==> src/rtl/lsu_pkg.sv <==
// Shared types for the load/store sequencer: funct3 encodings, FSM states, lane masks.
// The state set grows by REQ2/WAIT2 when LSU_SPLIT_MISALIGNED_EN is defined.
package f3Ld;
  typedef enum logic [2:0] {
    LB  = 3'd0,
    LH  = 3'd1,
    LW  = 3'd2,
    LBU = 3'd4,
    LHU = 3'd5
  } funct3Load;
endpackage

package f3St;
  typedef enum logic [2:0] {
    SB = 3'd0,
    SH = 3'd1,
    SW = 3'd2
  } funct3Store;
endpackage

package lsu_pkg;
  typedef enum logic [2:0] {
    IDLE,
    REQ,
    WAIT,
    RESP
`ifdef LSU_SPLIT_MISALIGNED_EN
    ,
    REQ2,
    WAIT2
`endif
  } lsuState;

  localparam logic [3:0] BE_B = 4'b0001;
  localparam logic [3:0] BE_H = 4'b0011;
  localparam logic [3:0] BE_W = 4'b1111;
endpackage

==> src/rtl/lsu_align.sv <==
// Combinational lane logic: store shift and byte enables, load extraction and extension.
// Works on a two-word window so one instance serves both halves of a split access.
module lsu_align
  import lsu_pkg::*;
#(
  parameter int unsigned XLEN = 32
) (
  input  logic [2:0]      funct3,
  input  logic [1:0]      off,
  input  logic            upper,
  input  logic [XLEN-1:0] wdata,
  input  logic [XLEN-1:0] rdata_lo,
  input  logic [XLEN-1:0] rdata_hi,
  output logic [3:0]      be,
  output logic [XLEN-1:0] wdata_lane,
  output logic [XLEN-1:0] rdata_ext
);

  logic [3:0]        base;
  logic [7:0]        mask;
  logic [2*XLEN-1:0] wide;
  logic [XLEN-1:0]   rd_w;
  logic              sgn;

  always_comb begin
    case (funct3[1:0])
      2'd0:    base = BE_B;
      2'd1:    base = BE_H;
      default: base = BE_W;
    endcase
    mask       = {4'b0000, base} << off;
    be         = upper ? mask[7:4] : mask[3:0];
    wide       = {{XLEN{1'b0}}, wdata} << {off, 3'b000};
    wdata_lane = upper ? wide[2*XLEN-1:XLEN] : wide[XLEN-1:0];
    rd_w       = XLEN'({rdata_hi, rdata_lo} >> {off, 3'b000});
    sgn        = ~funct3[2];
    case (funct3[1:0])
      2'd0:    rdata_ext = {{(XLEN-8){sgn & rd_w[7]}}, rd_w[7:0]};
      2'd1:    rdata_ext = {{(XLEN-16){sgn & rd_w[15]}}, rd_w[15:0]};
      default: rdata_ext = rd_w;
    endcase
  end

endmodule

==> src/rtl/lsu_ctrl.sv <==
// Load/store sequencer between execute and the data-memory port; all outputs registered.
// Define LSU_SPLIT_MISALIGNED_EN to split misaligned accesses into two bus transfers.
module lsu_ctrl
  import lsu_pkg::*;
#(
  parameter int unsigned XLEN = 32
) (
  input  logic            clk,
  input  logic            rst,
  input  logic            req_valid,
  output logic            req_ready,
  input  logic            req_store,
  input  logic [2:0]      req_funct3,
  input  logic [XLEN-1:0] req_addr,
  input  logic [XLEN-1:0] req_wdata,
  input  logic [4:0]      req_rd,
  output logic            mem_req,
  output logic            mem_we,
  output logic [XLEN-1:0] mem_addr,
  output logic [3:0]      mem_be,
  output logic [XLEN-1:0] mem_wdata,
  input  logic            mem_gnt,
  input  logic            mem_rvalid,
  input  logic [XLEN-1:0] mem_rdata,
  input  logic            mem_err,
  output logic            rsp_valid,
  input  logic            rsp_ready,
  output logic [XLEN-1:0] rsp_data,
  output logic [4:0]      rsp_rd,
  output logic            rsp_err
);

  lsuState state_q, state_n;

  logic            store_q, store_n;
  logic [2:0]      f3_q, f3_n;
  logic [XLEN-1:0] addr_q, addr_n;
  logic [XLEN-1:0] wdata_q, wdata_n;
  logic [4:0]      rd_q, rd_n;
  logic [XLEN-1:0] rdata_lo_q, rdata_lo_n;
  logic [XLEN-1:0] rdata_hi_n;
  logic            err_q, err_n;
  logic            accept, illegal, misaligned, in_wait, upper;

`ifdef LSU_SPLIT_MISALIGNED_EN
  logic [XLEN-1:0] rdata_hi_q;
  logic            mis_q, mis_n;
`endif

  logic            req_ready_d, mem_req_d, mem_we_d, rsp_valid_d, rsp_err_d;
  logic [XLEN-1:0] mem_addr_d, mem_wdata_d, rsp_data_d, wdata_lane, rdata_ext;
  logic [3:0]      mem_be_d, be_lane;
  logic [4:0]      rsp_rd_d;

  assign accept = req_valid && req_ready;

  always_comb begin
    illegal = 1'b0;
    if (req_store) begin
      case (f3St::funct3Store'(req_funct3))
        f3St::SB, f3St::SH, f3St::SW: illegal = 1'b0;
        default:                      illegal = 1'b1;
      endcase
    end else begin
      case (f3Ld::funct3Load'(req_funct3))
        f3Ld::LB, f3Ld::LH, f3Ld::LW, f3Ld::LBU, f3Ld::LHU: illegal = 1'b0;
        default:                                            illegal = 1'b1;
      endcase
    end
    misaligned = (req_funct3[1:0] == 2'd1 && req_addr[0]) ||
                 (req_funct3[1:0] == 2'd2 && req_addr[1:0] != 2'b00);
  end

  // Next-value view of the latched fields, so registered outputs can be loaded
  // on the same edge the fields (or read data) are captured.
  always_comb begin
    store_n = accept ? req_store  : store_q;
    f3_n    = accept ? req_funct3 : f3_q;
    addr_n  = accept ? req_addr   : addr_q;
    wdata_n = accept ? req_wdata  : wdata_q;
    rd_n    = accept ? req_rd     : rd_q;
`ifdef LSU_SPLIT_MISALIGNED_EN
    in_wait    = (state_q == WAIT) || (state_q == WAIT2);
    mis_n      = accept ? misaligned : mis_q;
    rdata_hi_n = (state_q == WAIT2 && mem_rvalid) ? mem_rdata : rdata_hi_q;
`else
    in_wait    = (state_q == WAIT);
    rdata_hi_n = '0;
`endif
    rdata_lo_n = (state_q == WAIT && mem_rvalid) ? mem_rdata : rdata_lo_q;
    if (accept) begin
`ifdef LSU_SPLIT_MISALIGNED_EN
      err_n = illegal;
`else
      err_n = illegal || misaligned;
`endif
    end else begin
      err_n = err_q || (in_wait && mem_rvalid && mem_err);
    end
  end

  always_ff @(posedge clk or posedge rst) begin
    if (rst) state_q <= IDLE;
    else     state_q <= state_n;
  end

  always_comb begin
    state_n = state_q;
    case (state_q)
      IDLE: if (accept) begin
        if (illegal) state_n = RESP;
`ifdef LSU_SPLIT_MISALIGNED_EN
        else         state_n = REQ;
`else
        else if (misaligned) state_n = RESP;
        else                 state_n = REQ;
`endif
      end
      REQ:  if (mem_gnt) state_n = WAIT;
`ifdef LSU_SPLIT_MISALIGNED_EN
      WAIT:  if (mem_rvalid) state_n = mis_q ? REQ2 : RESP;
      REQ2:  if (mem_gnt) state_n = WAIT2;
      WAIT2: if (mem_rvalid) state_n = RESP;
`else
      WAIT: if (mem_rvalid) state_n = RESP;
`endif
      RESP: if (rsp_ready) state_n = IDLE;
      default: state_n = IDLE;
    endcase
  end

`ifdef LSU_SPLIT_MISALIGNED_EN
  assign upper = (state_n == REQ2);
`else
  assign upper = 1'b0;
`endif

  lsu_align #(.XLEN(XLEN)) u_align (
    .funct3     (f3_n),
    .off        (addr_n[1:0]),
    .upper      (upper),
    .wdata      (wdata_n),
    .rdata_lo   (rdata_lo_n),
    .rdata_hi   (rdata_hi_n),
    .be         (be_lane),
    .wdata_lane (wdata_lane),
    .rdata_ext  (rdata_ext)
  );

  always_comb begin
    req_ready_d = (state_n == IDLE);
`ifdef LSU_SPLIT_MISALIGNED_EN
    mem_req_d   = (state_n == REQ) || (state_n == REQ2);
`else
    mem_req_d   = (state_n == REQ);
`endif
    mem_we_d    = mem_req_d && store_n;
    mem_addr_d  = mem_req_d ? ({addr_n[XLEN-1:2], 2'b00} + XLEN'({upper, 2'b00})) : '0;
    mem_be_d    = mem_req_d ? be_lane : '0;
    mem_wdata_d = mem_req_d ? wdata_lane : '0;
    rsp_valid_d = (state_n == RESP);
    rsp_data_d  = (rsp_valid_d && !store_n && !err_n) ? rdata_ext : '0;
    rsp_rd_d    = rsp_valid_d ? rd_n : '0;
    rsp_err_d   = rsp_valid_d && err_n;
  end

  always_ff @(posedge clk or posedge rst) begin
    if (rst) begin
      store_q    <= 1'b0;
      f3_q       <= '0;
      addr_q     <= '0;
      wdata_q    <= '0;
      rd_q       <= '0;
      rdata_lo_q <= '0;
      err_q      <= 1'b0;
      req_ready  <= 1'b1;
      mem_req    <= 1'b0;
      mem_we     <= 1'b0;
      mem_addr   <= '0;
      mem_be     <= '0;
      mem_wdata  <= '0;
      rsp_valid  <= 1'b0;
      rsp_data   <= '0;
      rsp_rd     <= '0;
      rsp_err    <= 1'b0;
    end else begin
      store_q    <= store_n;
      f3_q       <= f3_n;
      addr_q     <= addr_n;
      wdata_q    <= wdata_n;
      rd_q       <= rd_n;
      rdata_lo_q <= rdata_lo_n;
      err_q      <= err_n;
      req_ready  <= req_ready_d;
      mem_req    <= mem_req_d;
      mem_we     <= mem_we_d;
      mem_addr   <= mem_addr_d;
      mem_be     <= mem_be_d;
      mem_wdata  <= mem_wdata_d;
      rsp_valid  <= rsp_valid_d;
      rsp_data   <= rsp_data_d;
      rsp_rd     <= rsp_rd_d;
      rsp_err    <= rsp_err_d;
    end
  end

`ifdef LSU_SPLIT_MISALIGNED_EN
  always_ff @(posedge clk or posedge rst) begin
    if (rst) begin
      rdata_hi_q <= '0;
      mis_q      <= 1'b0;
    end else begin
      rdata_hi_q <= rdata_hi_n;
      mis_q      <= mis_n;
    end
  end
`endif

endmodule

==> config.mk <==
export PLATFORM = sky130hd
export DESIGN_NAME = lsu_ctrl
export DESIGN_NICKNAME = d
export VERILOG_FILES = /design/src/rtl/lsu_pkg.sv /design/src/rtl/lsu_align.sv /design/src/rtl/lsu_ctrl.sv
export SDC_FILE = /design/constraint.sdc
export NUM_CORES = 1
export LEC_CHECK = 0
export CORE_UTILIZATION = 52
export DETAILED_ROUTE_END_ITERATION = 10
export PLACE_DENSITY_LB_ADDON = 0.15
export REMOVE_ABC_BUFFERS = 1
export SLEW_MARGIN = 15
export SYNTH_ARGS = -nofsm -noshare
export SYNTH_HDL_FRONTEND = slang
export SYNTH_HIERARCHICAL = 1
export SYNTH_SLANG_ARGS = --single-unit
==> constraint.sdc <==
create_clock -name clk -period 14.8 [get_ports clk]
set_clock_uncertainty 0.15 [all_clocks]
set_input_delay 2.96 -clock clk [delete_from_list [all_inputs] [get_ports clk]]
set_output_delay 2.96 -clock clk [all_outputs]
set_load 0.03 [all_outputs]
---- Word level (Yosys, flattened, before mapping) ----
Index checks and enable logic that the tools add are counted.
W data, S select, Z words.
storage, ports and cells
  output and inout bits ................... 110
  register bits after elaboration ......... 219
  word-level logic and storage cells ...... 81
operators by class
  equal/unequal tests ..................... 12
  muxes and demuxes ....................... 24
  bitwise operators ....................... 3
  reduce and logical (&&, ||, !) cells .... 21
  shift operators ......................... 3
operators by type and width
  operator              count
  $mux W32              6
  $pmux W32 S2          1
  $shl A32 B5 Y32       1
  $shr A32 B5 Y32       1
  $mux W3               5
  $eq A3 B2 Y1 const B  4
  $pmux W3 S4           1
  $mux W5               2
  $eq A3 B1 Y1 const B  3
  $logic_and A1 B1 Y1   9
  $logic_not A3 Y1      3
  $pmux W4 S2           1
  $eq A3 B3 Y1 const B  2
  $mux W1               5
  $reduce_or A5 Y1      1
  $eq A2 B1 Y1 const B  2
  $mux W2               2
  $mux W4               1
  $shl A4 B2 Y4         1
  $logic_or A1 B1 Y1    3
  $reduce_or A3 Y1      1
  $and A1 B1 Y1         2
  $eq A2 B2 Y1 const B  1
  $logic_not A1 Y1      2
  other kinds (3)       3

---- Longest topological paths before layout ----
  depth in word-level cells ............... 11
  mapped depth ............................ 12

---- Cells and area by module ----
The synthesis kept the hierarchy.
by module, submodules not included
  module     times used  cells an instance  area an instance (um2)
  lsu_ctrl   1           561                8619.5
  lsu_align  1           238                1810.5

---- Least setup slack after synthesis ----
Ideal clock, no wire load.
  path kind ............................... input-to-reg
  start point ............................. input mem_rvalid
  end point ............................... register rsp_data[25]
  buffers on the path ..................... 3
  stages on the path ...................... 11
  data required time ...................... 14539 ps
  data arrival time ....................... 5377 ps
  slack ................................... 9162 ps
  library setup time ...................... 111 ps
  cells stage by stage .................... nor4bb_1 -> buf_2 -> clkbuf_1 -> mux2_2 -> mux2i_1 -> mux2_2 -> a2111o_1 -> buf_6 -> o21ai_2 -> o211ai_1 -> a2111oi_2
RTL lines
  item                                     RTL line                          RTL
  from (decl)                              lsu_ctrl.sv:23                    input logic mem_rvalid,
  $logic_and A1 B1 Y1 *                    lsu_ctrl.sv:90                    rdata_lo_n = (state_q == WAIT && mem_rvalid) ? mem_rdata : rdata_lo_q;
  $mux W32 *                               lsu_ctrl.sv:90
  via rdata_lo_n[15]                       lsu_ctrl.sv:40                    logic [XLEN-1:0] rdata_lo_q, rdata_lo_n;
  $shr A32 B5 Y32 *                        lsu_align.sv:35                   rd_w = XLEN'({rdata_hi, rdata_lo} >> {off, 3'b000});
  $and A1 B1 Y1, on equally long branches  lsu_align.sv:39, lsu_align.sv:38
  $pmux W32 S2 *                           lsu_align.sv:37                   case (funct3[1:0])
  via rdata_ext[25]                        lsu_ctrl.sv:51                    logic [XLEN-1:0] mem_addr_d, mem_wdata_d, rsp_data_d, wdata_lane, rdata_ext;
  $mux W32 *                               lsu_ctrl.sv:162                   rsp_data_d = (rsp_valid_d && !store_n && !err_n) ? rdata_ext : '0;
  via rsp_data_d[25]                       lsu_ctrl.sv:51
  to (signal assigned)                     lsu_ctrl.sv:201                   rsp_data <= rsp_data_d;
  to (decl)                                lsu_ctrl.sv:28                    output logic [XLEN-1:0] rsp_data,
Mark *: on every way through the listed nets, which the timed path passes. The rest lies on a longest branch.

---- Worst setup path in the final report ----
  start point ............................. input req_valid
  end point ............................... register rsp_data[14]
RTL lines
  item                   RTL line         RTL
  from (decl)            lsu_ctrl.sv:10   input logic req_valid,
  $logic_and A1 B1 Y1 *  lsu_ctrl.sv:55   assign accept = req_valid && req_ready;
  $mux W32 *             lsu_ctrl.sv:79   addr_n = accept ? req_addr : addr_q;
  via addr_n[0]          lsu_ctrl.sv:37   logic [XLEN-1:0] addr_q, addr_n;
  $shr A32 B5 Y32 *      lsu_align.sv:35
  $and A1 B1 Y1          lsu_align.sv:38  2'd0: rdata_ext = {{(XLEN-8){sgn & rd_w[7]}}, rd_w[7:0]};
  $pmux W32 S2 *         lsu_align.sv:37
  via rdata_ext[14]      lsu_ctrl.sv:51
  $mux W32 *             lsu_ctrl.sv:162
  via rsp_data_d[14]     lsu_ctrl.sv:51
Marks and branches as above.

==> flow_metrics.env <==
export IMPL_status="completed"
export IMPL_wl_met1_um=10800
export IMPL_grt_pass1_vias=7658
export IMPL_min_period_ns=6.12
export IMPL_drive_gt1_frac=0.233
export IMPL_fillCellCount=1411
export IMPL_ant_nets=0
export IMPL_core_um2=19600
export IMPL_slowest_stage="buf_4"
export IMPL_final_setup_viol_count=0
export IMPL_portBuffers=219
export IMPL_cts_resized=0
export IMPL_ios=222
export IMPL_cp_required_ns=14.98
export IMPL_htree_levels=1
export IMPL_endpoint_kind="register"
export IMPL_wl_per_cell_um=19.6
export IMPL_wl_met2_um=12500
export IMPL_syn_area_um2=10400
export IMPL_synth_edf_count=0
export IMPL_tightest_slew_ns=1.06
export IMPL_final_hold_violation_count=0
export IMPL_root_buffer="clkbuf_16"
export IMPL_dieArea_um2=20600
export IMPL_path_cells="clkdlybuf4s50_1, nand2_1, mux2_4, buf_4, mux4_2, nand3b_1, o21ai_0, o211ai_1, a2111oi_2"
export IMPL_cts_max_path_buffers=3
export IMPL_met3_length_um=1750
export IMPL_cts_tree="yes"
export IMPL_synth_mux_area_frac=0.193
export IMPL_drt_iter0_drc=392
export IMPL_combinationalPowerShare=0.438
export IMPL_fin_crit_sh=0.414
export IMPL_power_density_nw_per_um2=187
export IMPL_clock_sinks=217
export IMPL_die_w_um=144
export IMPL_hp_class="reg2reg"
export IMPL_grt_pass1_wl_um=40600
export IMPL_max_clock_freq_ghz=0.163
export IMPL_cts_setup_buffers=0
export IMPL_drv_slew=0
export IMPL_vias=7450
export IMPL_cpPeakStageDelay_ns=0.63
export IMPL_p_switching_mw=0.917
export IMPL_pre_cts_ws_ns=8.16
export IMPL_regArea_um2=5430
export IMPL_die_h_um=144
export IMPL_grt_max_degree=89
export IMPL_tns_ns=0
export IMPL_start_kind="input pin"
export IMPL_synth_simple_gate_area_frac=0.108
export IMPL_dp_hpwl_um=15300
export IMPL_avgViaCountPerCell=5.75
export IMPL_yosysWarningCount=6
export IMPL_dpl_cell_area_um2=12800
export IMPL_drcViolationCount=0
export IMPL_p_sw_frac=0.360
export IMPL_wirelength_um=25400
export IMPL_area_growth_pct=30.6
export IMPL_rows=51
export IMPL_hold_buffers=0
export IMPL_multi_input_area_um2=4770
export IMPL_leakagePower_nw=5.52
export IMPL_ys_seq_area_frac=0.521
export IMPL_yosys_area_share_adder=0
export IMPL_ir_drop_uv=130
export IMPL_dr_pass1_iters=4
export IMPL_avgSynthCellArea_um2=13.1
export IMPL_synth_compound_area_frac=0.133
export IMPL_slew_headroom=0.292
export IMPL_diodes=0
export IMPL_synth_top_family_by_area="multiplexers"
export IMPL_cp_max_fo=46
export IMPL_nets=1127
export IMPL_place_congestion=0.772
export IMPL_maxCapViolCount=0
export IMPL_seqPwrFrac=0.325
export IMPL_clkSlewWorstSetupHoldPaths_ns=0.06
export IMPL_finalInstanceArea_um2=13600
export IMPL_cp_data_arrival_time_ns=6.30
export IMPL_antenna_found_initial=1
export IMPL_rsz0062_at_grt="false"
export IMPL_numCtsBuffers=24
export IMPL_synthFlopType="dfrtp_1"
export IMPL_start_util=0.532
export IMPL_clk_latency_ns=0.51
export IMPL_worst_slack_ns=8.68
export IMPL_synth_distinct_cells=48
export IMPL_power_internal_mw=1.63
export IMPL_synthCells=799
export IMPL_pwr_share_clk=0.238
export IMPL_grt_overflow=0
export IMPL_ys_seq_elements=217
export IMPL_critical_path_class="in2reg"
export IMPL_top_layer="met4"
export IMPL_ys_async_sr_fraction=1.00
export IMPL_synth_xor_area_frac=0
export IMPL_grt_usage=0.253
==> critical path: cells and delay by family <==
kind                   cells  cell delay (ns)
AO/OA/AOI/OAI              3             0.38
buffers and inverters      2             1.15
multiplexers               2             1.21
AND/OR/NAND/NOR            2             0.59
==> state kept, by name (all words and copies together) (netlist names) <==
signal      flops
addr_q         32
err_q           1
f3_q            3
mem_addr       30
mem_be          4
mem_req         1
mem_wdata      32
mem_we          1
rd_q            5
rdata_lo_q     32
req_ready       1
rsp_data       32
rsp_err         1
rsp_rd          5
rsp_valid       1
state_q         3
store_q         1
wdata_q        32
==> power by group through the flow <==
stage	logic [mW]	registers (mW)	clock network, mW
after floorplan	0.719	0.911	0
after global placement	1.09	0.829	0
after detailed placement	1.10	0.837	0
after CTS	1.11	0.829	0.618
after global routing	1.20	0.847	0.643
final	1.11	0.827	0.605
==> path summary, 6_finish.rpt <==
| check | from | to | slack (ns) | cells past startpoint |
|---|---|---|---|---|
| min in group asynchronous | rst | mem_wdata[18]$_DFF_PP0_ | 2.81 | 2 |
| hold reg to reg | rd_q[3]$_DFF_PP0_ | rd_q[3]$_DFF_PP0_ | 0.32 | 2 |
| setup reg to reg | req_ready$_DFF_PP1_ | rsp_data[14]$_DFF_PP0_ | 11.11 | 8 |
| hold / removal | rd_q[3]$_DFF_PP0_ | rd_q[3]$_DFF_PP0_ | 0.32 | 2 |
| setup / recovery | req_valid | rsp_data[14]$_DFF_PP0_ | 8.68 | 9 |
| max in group asynchronous | rst | addr_q[28]$_DFF_PP0_ | 10.35 | 3 |
==> layer usage <==
metal  GRT usage  vias to the layer above
met1       0.331                     3777
met2       0.425                      237
li1            -                     3406
met3      0.0570                       30
met5           0                        -
met4      0.0644                        0
==> synth_stat cells (2+ instances only) <==
cell type,n,area (um^2)
mux2_2,110,1240
a2111o_1,2,22.5
nor3_1,3,15.0
o22ai_1,10,62.6
a221oi_1,6,52.6
a211oi_1,8,60.1
buf_4,10,75.1
nor4b_1,46,403
and3_1,3,18.8
nor2_1,19,71.3
a22o_1,8,70.1
a2111oi_2,32,480
and2_1,10,62.6
nand2b_1,2,12.5
nor4b_2,21,315
clkbuf_1,33,124
nand3b_1,2,15.0
inv_1,3,11.3
mux2i_1,43,430
nand2_1,43,161
dfrtp_1,216,5410
clkinv_1,2,7.51
buf_2,27,135
mux4_2,15,338
buf_6,6,67.6
a221o_1,2,20.0
o2bb2ai_1,9,78.8
buf_1,10,37.5
o21ai_2,3,26.3
o211ai_1,32,240
o21ai_0,26,130
a21oi_1,21,105
==> logic make-up after synthesis <==
| kind of cell | Yosys count |
|---|---|
| multiplexers | 169 |
| AND/OR/NAND/NOR | 156 |
| buffers and inverters | 92 |
| flip-flops | 217 |
| AO/OA/AOI/OAI | 164 |
| other | 1 |
==> cell type report <==
cell class	instances	area share
tap	265	0.0243
multi-input combinational	538	0.350
clock inverter	9	0.00927
sequential	217	0.399
timing repair buffer	229	0.166
inverter	5	0.00193
clock buffer	33	0.0496
==> placed cells by master, fill, tap and decap left out, drive strengths merged, types with 3 or more instances in the layout <==
cell / synthesis / routed
a21oi: 21 / 21
o21ai: 30 / 30
o211ai: 32 / 32
buf: 53 / 10
mux2: 111 / 111
mux2i: 43 / 43
clkdlybuf4s50: 0 / 219
clkbuf: 34 / 33
nand2: 43 / 43
dfrtp: 216 / 216
nor3: 3 / 3
nor4b: 67 / 67
nor2: 19 / 19
a211oi: 8 / 8
inv: 3 / 4
a22o: 8 / 8
and2: 10 / 10
a2111oi: 32 / 32
and3: 3 / 3
a221oi: 6 / 6
clkinv: 2 / 6
bufinv: 0 / 3
conb: 1 / 49
o2bb2ai: 9 / 9
mux4: 15 / 15
o22ai: 10 / 10
==> through the flow <==
step	std cells	total power, mW	hold slack [ns]	utilization
after global placement	1254	1.92	0.300	0.655
after detailed placement	1254	1.94	0.310	0.655
after global routing	1296	2.69	0.335	0.696
after CTS	1296	2.56	0.325	0.696
after floorplan	760	1.63	0.289	-
final	1296	2.55	0.324	0.696
Power figures use the tool's default switching activity.
